--- config.mk ---
export PLATFORM = sky130hd
export DESIGN_NAME = mult8x8_ctrl
export DESIGN_NICKNAME = d
export VERILOG_FILES = /design/src/rtl/mult8x8_ctrl.sv
export SDC_FILE = /design/constraint.sdc
export NUM_CORES = 1
export LEC_CHECK = 0
export ABC_AREA = 0
export BUFFER_PORTS_ARGS = -buffer_cell sky130_fd_sc_hd__buf_2
export CAP_MARGIN = 30
export CORE_AREA = 2 2 39 41
export DETAILED_ROUTE_END_ITERATION = 8
export DIE_AREA = 0 0 41 43
export PLACE_DENSITY = 0.59
export SLEW_MARGIN = 20
export SYNTH_ARGS = -nofsm -noshare
export SYNTH_HDL_FRONTEND = slang
export SYNTH_SLANG_ARGS = --single-unit
--- constraint.sdc ---
create_clock -name clk -period 2.3 [get_ports clk]
set_input_delay 0.23 -clock clk [delete_from_list [all_inputs] [get_ports clk]]
set_output_delay 0.23 -clock clk [all_outputs]
set_load 0.1 [all_outputs]
--- src/rtl/mult8x8_ctrl.sv ---
// Sequencer for an 8x8 multiply built from four 4x4 partial products.
// Drives nibble selects, shift and accumulator enables; Moore, registered outputs.
module mult8x8_ctrl (
  input  logic       clk,
  input  logic       aclr_n,
  input  logic       start,
  output logic       sel_a,
  output logic       sel_b,
  output logic [1:0] shift,
  output logic       clk_ena,
  output logic       sclr_n,
  output logic [1:0] count_out,
  output logic [1:0] state_out,
  output logic       busy,
  output logic       done,
  output logic       err
);

  typedef enum logic [1:0] {
    IDLE = 2'd0,
    CALC = 2'd1,
    DONE = 2'd2,
    ERR  = 2'd3
  } state_t;

  state_t     state_q, state_d;
  logic [1:0] count_q, count_d;

  logic       sel_a_q, sel_a_d;
  logic       sel_b_q, sel_b_d;
  logic [1:0] shift_q, shift_d;
  logic       ena_q, ena_d;
  logic       sclr_n_q, sclr_n_d;
  logic       busy_q, busy_d;
  logic       done_q, done_d;
  logic       err_q, err_d;

  always_comb begin
    state_d = state_q;
    count_d = count_q;
    case (state_q)
      IDLE: begin
        count_d = 2'd0;
        if (start) state_d = CALC;
      end
      CALC: begin
        if (start) begin
          state_d = ERR;
          count_d = 2'd0;
        end else if (count_q == 2'd3) begin
          state_d = DONE;
          count_d = 2'd0;
        end else begin
          count_d = count_q + 2'd1;
        end
      end
      DONE: begin
        state_d = IDLE;
        count_d = 2'd0;
      end
      ERR: begin
        count_d = 2'd0;
        if (!start) state_d = IDLE;
      end
      default: begin
        state_d = IDLE;
        count_d = 2'd0;
      end
    endcase
  end

  // Outputs are decoded from the next state so the registers hold
  // exactly the decode of state_q/count_q in every cycle.
  always_comb begin
    sel_a_d  = 1'b0;
    sel_b_d  = 1'b0;
    shift_d  = 2'd0;
    ena_d    = 1'b0;
    sclr_n_d = 1'b1;
    busy_d   = 1'b0;
    done_d   = 1'b0;
    err_d    = 1'b0;
    unique case (1'b1)
      (state_d == CALC): begin
        busy_d = 1'b1;
        ena_d  = 1'b1;
        case (count_d)
          2'd0: sclr_n_d = 1'b0;
          2'd1: begin
            sel_b_d = 1'b1;
            shift_d = 2'd1;
          end
          2'd2: begin
            sel_a_d = 1'b1;
            shift_d = 2'd1;
          end
          default: begin
            sel_a_d = 1'b1;
            sel_b_d = 1'b1;
            shift_d = 2'd2;
          end
        endcase
      end
      (state_d == DONE): done_d = 1'b1;
      (state_d == ERR):  err_d  = 1'b1;
      default: ;
    endcase
  end

  always_ff @(posedge clk or negedge aclr_n) begin
    if (!aclr_n) begin
      state_q  <= IDLE;
      count_q  <= 2'd0;
      sel_a_q  <= 1'b0;
      sel_b_q  <= 1'b0;
      shift_q  <= 2'd0;
      ena_q    <= 1'b0;
      sclr_n_q <= 1'b1;
      busy_q   <= 1'b0;
      done_q   <= 1'b0;
      err_q    <= 1'b0;
    end else begin
      state_q  <= state_d;
      count_q  <= count_d;
      sel_a_q  <= sel_a_d;
      sel_b_q  <= sel_b_d;
      shift_q  <= shift_d;
      ena_q    <= ena_d;
      sclr_n_q <= sclr_n_d;
      busy_q   <= busy_d;
      done_q   <= done_d;
      err_q    <= err_d;
    end
  end

  assign sel_a     = sel_a_q;
  assign sel_b     = sel_b_q;
  assign shift     = shift_q;
  assign clk_ena   = ena_q;
  assign sclr_n    = sclr_n_q;
  assign count_out = count_q;
  assign state_out = state_q;
  assign busy      = busy_q;
  assign done      = done_q;
  assign err       = err_q;

endmodule
# Word-level counts from Yosys, hierarchy flattened
# Index checks and enable logic that the tools add are counted.
[classes] n_div=0 magnitude_cmp=0 add_sub_neg=1 n_eq_ne=9 n_mul=0 n_bitwise=0 shift=0 reduce_logical=6 n_mux=19
[op_table] op="$mux W2" count=7
[op_table] op="$eq A2 B2 Y1 const B" count=6
[op_table] op="$mux W1" count=9
[op_table] op="$pmux W2 S2" count=2
[op_table] op="$pmux W2 S4" count=1
[op_table] op="$eq A2 B1 Y1 const B" count=3
[op_table] op="$reduce_or A2 Y1" count=3
[op_table] op="$logic_not A2 Y1" count=2
[op_table] op="$reduce_or A3 Y1" count=1
[op_table] op="$add A2 B1 Y2 const B" count=1
[totals] latch_bits=0 memories=0 wordCells=44 romBits=0 in_bits=3 mem_bits_rw=0 register_bits=12 out_inout_bits=13

# Depth between registers and ports, before layout
# Gate-level depths: netlist of run 1.
[depth] depth_word=8 mapped_depth=6 mapped_depth_nobuf=5

# Least setup slack after synthesis of run 1
# No wires, ideal clock.
[synth_timing] kind="register -> register" start="register count_q[0] (netlist: count_out[0])" end="register shift_q[0] (netlist: shift[0])" n_path_buf=1 setup_ps=125 slack_ps=-190 arrival_ps=2365 required_time_ps=2175 period_less_slack_ps=2490 path_stages_with_launch=7 path_cell_list="dfrtp_1 > ha_1 > or4b_1 > buf_2 > or2_1 > ha_1 > a21boi_1"
[synth_via] elab_chain_cells=8 word_cells_on_any_way=15 classes_between="add/sub (1); eq/ne (4); mux (8); reduce/logical (2)"
[synth_lines] element="start: declaration" line="27" text="logic [1:0] count_q, count_d;"
[synth_lines] element="start signal: assignment" line="124" text="count_q <= count_d;"
[synth_lines] element="$add A2 B1 Y2 / $eq A2 B2 Y1 (equally long branches)" line="54, 50"
[synth_lines] element="$mux W2" line="50" text="end else if (count_q == 2'd3) begin"
[synth_lines] element="$mux W2" line="47" text="if (start) begin"
[synth_lines] element="$pmux W2 S2" line="41" text="case (state_q)"
[synth_lines] element="$eq A2 B2 Y1 / $eq A2 B1 Y1 (equally long branches)" line="87" text="case (count_d)"
[synth_lines] element="$reduce_or A2 Y1 (no source line)"
[synth_lines] element="$pmux W2 S2" line="87"
[synth_lines] element="$mux W2 *" line="83" text="unique case (1'b1)"
[synth_lines] element="named net shift_d[0]" line="31" text="logic [1:0] shift_q, shift_d;"
[synth_lines] element="end signal: assignment" line="127" text="shift_q <= shift_d;"
[synth_lines] element="end: declaration" line="31"
# Mark *: on every way through the listed nets, which the timed path passes. The rest lies on a longest branch.

# Final worst setup path of run 1
[layout_timing] start="register count_q[0] (netlist: count_out[0])" end="register shift_q[1] (netlist: shift[1])"
[layout_via] elab_chain_cells=8 word_cells_on_any_way=15 classes_between="add/sub (1); eq/ne (4); mux (8); reduce/logical (2)"
[layout_lines] element="$add A2 B1 Y2 / $eq A2 B2 Y1 (equally long branches)" line="54, 50"
[layout_lines] element="$mux W2 *" line="50"
[layout_lines] element="$mux W2 *" line="47"
[layout_lines] element="$pmux W2 S2 *" line="41"
[layout_lines] element="named net count_d[0]" line="27"
[layout_lines] element="$eq A2 B2 Y1 / $eq A2 B1 Y1 (equally long branches)" line="87"
[layout_lines] element="$reduce_or A2 Y1 (no source line)"
[layout_lines] element="$pmux W2 S2 *" line="87"
[layout_lines] element="$mux W2 *" line="83"
[layout_lines] element="named net shift_d[1]" line="31"
# Marked as above.

==> results of run 1 <==
[metal layers]
layer	share of wire	GRT usage	wire length [µm]	up-vias
li1	-	-	-	168
met1	0.44	0.160	355	163
met2	0.42	0.159	338	20
met3	0.11	0.0314	93	3
met4	0.028	0.100	23	0
met5	0	0	0	-
[metrics by stage]
| step | total power [mW] | utilization | worst slack (ns) | cell area [µm²] |
|---|---|---|---|---|
| finish | 0.671 | 0.463 | 0.345 | 641 |
| global route | 0.705 | 0.463 | 0.203 | 641 |
| CTS | 0.679 | 0.463 | 0.350 | 641 |
| detailed placement | 0.509 | 0.429 | 0.389 | 594 |
| global placement | 0.508 | 0.429 | 0.388 | 594 |
| floorplan | 0.472 | - | 0.0379 | 504 |
[cell families after synthesis]
logic type	count (synthesis)
buf+inv	2
fa+ha+maj	4
flops	12
compound gates	6
simple gates	14
[final cells by class]
class                   count  area, µm²
repair buffers             17       92.6
well taps                  16       20.0
multi-input cells          24        186
flip-flops and latches     12        305
clock buffers               4       36.3
fillers                   132        743
[path summary, 6_finish.rpt]
kind,end,slack [ns],cells after the start
max,shift[1],0.34,6
min,state_out[0],0.23,2
max reg2reg,shift[1],0.34,6
min reg2reg,sel_b,0.48,1
max in group asynchronous,sclr_n,1.68,2
min in group asynchronous,sel_b,0.35,2
[power by group]
group | total [mW] | internal [mW] | leakage [nW] | switching (mW)
registers | 0.249 | 0.234 | 0.150 | 0.0148
logic | 0.256 | 0.0426 | 0.174 | 0.214
clock network | 0.166 | 0.0962 | 0.0210 | 0.0693
[state kept, by name, indices dropped and copies added (netlist names)]
name / cells
count_out: 2
shift: 2
state_out: 2
busy: 1
done: 1
err: 1
sclr_n: 1
sel_a: 1
sel_b: 1
[cell usage in the layout (no fill, tap or decap)]
cell           instances
nor2_1                 3
or4b_1                 1
nand3_1                1
nor3b_1                1
dfrtp_1                8
a21o_1                 1
dfstp_2                1
or2_1                  1
and3_1                 2
dfrtp_2                3
a211oi_2               1
nand2b_1               1
buf_2                 15
a21bo_1                1
buf_4                  1
dlygate4sd3_1          1
and2_1                 1
a21boi_1               2
nand2_1                1
or3b_2                 1
nor2b_1                1
ha_1                   4
clkbuf_4               3
clkbuf_8               1
o21a_1                 1
[worst max-delay path, cell delays in order (launching register included)]
cell and delay (ns):
dfrtp_2 0.43, ha_1 0.23, or4b_1 0.50, buf_4 0.18, nor2_1 0.20, ha_1 0.19
a21boi_1 0.14
==> impl_metrics.json, run 1 <==
{
  "run_status": "finished, final reports clean",
  "ys_warn_count": 0,
  "cellLeakagePower_nw": 0.345,
  "critPathRequiredTime_ns": 2.50,
  "cts_buffer_depth": 2,
  "nets": 65,
  "synth_fa_ha_area_frac": 0.100,
  "avgRoutedWirePerCell_um": 11.1,
  "synth_mux_area_frac": 0,
  "dr.first_iter.drc_count": 2,
  "cts_setup_buffers": 0,
  "clk_latency_ns": 0.27,
  "routed_wirelength_um": 810,
  "numCtsBuffers": 3,
  "synth_top_cell_by_area": "dfrtp_1",
  "cp-start-kind": "register",
  "post-route-min-period_ns": 1.96,
  "power_per_cell_area_nw_per_um2": 1050,
  "fmax_ghz": 0.511,
  "placedCellCount": 68,
  "port_buffers": 15,
  "cts_root_buf": "clkbuf_4",
  "finalCritPeriodShare": 0.850,
  "whs_ns": 0.229,
  "relSlewSlack": 0.676,
  "antenna_found_initial": 0,
  "grt_first_pass_wirelength_mm": 1.38,
  "fin_worst_skew_ns": 0.000999,
  "synth_cells": 38,
  "tightest_slew_ns": 0.489,
  "synth_top_area_share": 0.550,
  "die_h_um": 43,
  "ys.flop_type": "dfrtp_1",
  "min_path_type": "primary input to register",
  "slew_violations": 0,
  "core_um2": 1380,
  "die-area_um2": 1760,
  "postCtsHoldBufs": 1,
  "grt_start_max_net_pins": 13,
  "hp-start": "start",
  "htree_levels": 1,
  "area_delta_synth_final_pct": 28.0,
  "yosysSeqAreaShare": 0.602,
  "synth_top_family_by_area": "simple AND/OR/NAND/NOR gates",
  "finalSetupViolCount": 0,
  "grt_pass1_vias": 325,
  "gp_congestion": 0.733,
  "timing_hold_violations_final": 0,
  "die_x_um": 41,
  "start_util": 0.362,
  "syn-num-nets": 45,
  "cts_tree": "built",
  "ant_nets": 0,
  "vias_per_cell": 4.85,
  "worstSetupEndpointType": "register",
  "drc_errors": 0,
  "crit_fanout": 7,
  "clkSinkCount": 12,
  "ys_types": 21,
  "hpwlAfterDp_um": 618,
  "yosys-top-cells-area": "dfrtp_1, ha_1, dfstp_2",
  "cts_resized": 0,
  "synthXorXnorAreaFrac": 0,
  "pin_count": 16,
  "globalRouteOverflowTotal": 0,
  "syn_area_um2": 500,
  "synth_seq_cells": 12,
  "drive_gt1_frac": 0.456,
  "synth.most_common_cell": "dfrtp_1",
  "cts.clk_slew.worst_paths_ns": 0.07,
  "antenna_cells": 0,
  "synthTopCellsByCount": "dfrtp_1, ha_1, nor2_1",
  "drt-pass1-iter-count": 4,
  "drv_cap": 0,
  "synth-edff-count": 0,
  "synth_compound_area_frac": 0.105,
  "yosys.area_share.simple": 0.167,
  "vias": 354,
  "rsz0062_at_grt": "false",
  "arrival_ns": 2.16,
  "worstSetupPathType": "register to register",
  "ir_worst_vdd_mv": 0.532,
  "postSynthAreaPerCell_um2": 13.2,
  "startpoint": "count_out[0]",
  "grt.total_usage": 0.122,
  "final_cells": 73,
  "rows": 14,
  "async_flop_share": 1.00,
  "worstReg2RegStart": "count_out[0]",
  "setup_tns_ns": 0
}
(Power assumes the default switching activity.)
==> inputs of run 2 (changes only) <==
Settings changed: REMOVE_ABC_BUFFERS set to 1, SLEW_MARGIN 20 to unset.
Clock period 2.3 ns to 1.95 ns, I/O delays scaled along.
==> run 2 against run 1 <==
Net effect:
- power increased by 19%
- global-route usage decreased by 0.44 points
- sequential power increased by 15%
- via count decreased by 0.28%
- clock skew about the same
- die area unchanged
- critical path depth decreased by 1
- sequential cell count unchanged
- final cell count increased by 2.7%
- hold slack got worse by 0.034 ns
- first-iteration DRC count unchanged
- critical path type unchanged
==> impl_metrics.json, run 2 (synthesized netlist as in run 1, its figures left out) <==
{
  "area_delta_synth_final_pct": 30.2,
  "drv_cap": 0,
  "cts_buffer_depth": 2,
  "path_delay_family": "simple AND/OR/NAND/NOR gates",
  "relSlewSlack": 0.678,
  "ir_worst_vdd_mv": 0.411,
  "worstSetupPathType": "register to register",
  "dr.first_iter.drc_count": 2,
  "port_buffers": 15,
  "clk_latency_ns": 0.27,
  "die_x_um": 41,
  "fillerInstances": 136,
  "cts.clk_slew.worst_paths_ns": 0.07,
  "clkSinkCount": 12,
  "placed_cell_area_um2": 606,
  "routed_wirelength_um": 772,
  "drive_gt1_frac": 0.424,
  "die_h_um": 43,
  "slew_violations": 0,
  "grt_start_max_net_pins": 13,
  "htree_levels": 1,
  "cellLeakagePower_nw": 0.359,
  "avgRoutedWirePerCell_um": 10.3,
  "rr_worst_depth": 5,
  "startpoint": "count_out[0]",
  "vias": 353,
  "crit_fanout": 4,
  "r2r-end": "shift[0]",
  "fmax_ghz": 0.533,
  "finalSetupViolCount": 0,
  "final_cell_mix": "buf_2, dfrtp_1, ha_1",
  "path_depth": 5,
  "grt_first_pass_wirelength_mm": 1.28,
  "path_buf_inv": 0,
  "worstReg2RegStart": "count_out[0]",
  "numCtsBuffers": 3,
  "whs_ns": 0.195,
  "cts_resized": 0,
  "fin_worst_skew_ns": 0.00139,
  "grt.total_usage": 0.117,
  "fin_area_um2": 652,
  "power_per_cell_area_nw_per_um2": 1220,
  "placedCellCount": 70,
  "fin_ws_ns": 0.0755,
  "layout_commonest_cell": "buf_2",
  "globalRouteOverflowTotal": 0,
  "critical_path.cell_chain": "ha_1 > or4b_1 > or2_1 > ha_1 > a21boi_1",
  "nets": 67,
  "cts_setup_buffers": 0,
  "rsz0062_at_grt": "false",
  "arrival_ns": 2.04,
  "finalCritPeriodShare": 0.961,
  "drt-pass1-iter-count": 2,
  "cts_root_buf": "clkbuf_4",
  "die-area_um2": 1760,
  "drc_errors": 0,
  "timing_hold_violations_final": 0,
  "worstSetupEndpointType": "register",
  "critPathRequiredTime_ns": 2.11,
  "vias_per_cell": 4.71,
  "pin_count": 16,
  "crit_path_frequent_cell": "ha_1",
  "max_stage_delay_ns": 0.49,
  "setup_tns_ns": 0,
  "multi_input_area_um2": 186,
  "seq_area_um2": 302,
  "cp-start-kind": "register",
  "min_path_type": "primary input to register",
  "run_status": "finished, final reports clean",
  "tightest_slew_ns": 0.487,
  "gp_congestion": 0.678,
  "rows": 14,
  "core_um2": 1380,
  "final_cells": 75,
  "cts_tree": "built",
  "post-route-min-period_ns": 1.87,
  "antenna_found_initial": 0,
  "r2r_slack_ns": 0.08,
  "grt_pass1_vias": 291,
  "hpwlAfterDp_um": 569,
  "crit_end": "shift[0]",
  "start_util": 0.362,
  "antenna_cells": 0,
  "critPathSlowestCell": "or4b_1",
  "place_ws_ns": 0.103,
  "ant_nets": 0
}
==> run 2: cell types whose count changed in the layout (fill, tap and decap cells not counted), sizes merged <==
cell,delta
buf,+2
==> run 2: layout make-up <==
cell class,count,area share
tap,16,0.0307
clock buffer,4,0.0557
sequential,12,0.463
timing repair buffer,19,0.165
multi-input combinational,24,0.286
==> run 2: how the worst min path moves through the flow <==
stage	cells after the start	to	start	slack [ns]
2_1_floorplan	0	busy	aclr_n	-0.10
3_3_place_gp	1	sel_b	aclr_n	0.08
3_5_place_dp	1	sel_b	aclr_n	0.08
4_1_cts	2	state_out[0]	start	0.19
5_1_grt	2	state_out[1]	start	0.20
6_report	2	state_out[0]	start	0.19
==> run 2: what timing repair did <==
item / 4_1_cts / 5_1_grt
endpoints found under the setup margin: 0 / 0
endpoints found under the hold margin: 11 / 0
hold buffers: 1 / 0
==> run 2: through the flow <==
stage	util	total power [mW]
floorplan	-	0.548
global placement	0.438	0.605
detailed placement	0.438	0.606
CTS	0.471	0.807
global route	0.471	0.841
finish	0.471	0.797
==> run 2: power breakdown <==
group,total [mW],internal (mW),switching (mW)
Sequential,0.286,0.275,0.0108
Clock,0.195,0.114,0.0812
Combinational,0.316,0.0573,0.259
Total,0.797,0.446,0.351
==> run 2: layer usage <==
layer / global-route usage / vias up / part of all wire
li1: - / 171 / -
met3: 0.0471 / 3 / 0.096
met1: 0.138 / 163 / 0.45
met2: 0.156 / 16 / 0.42
met5: 0 / - / 0
met4: 0.100 / 0 / 0.032
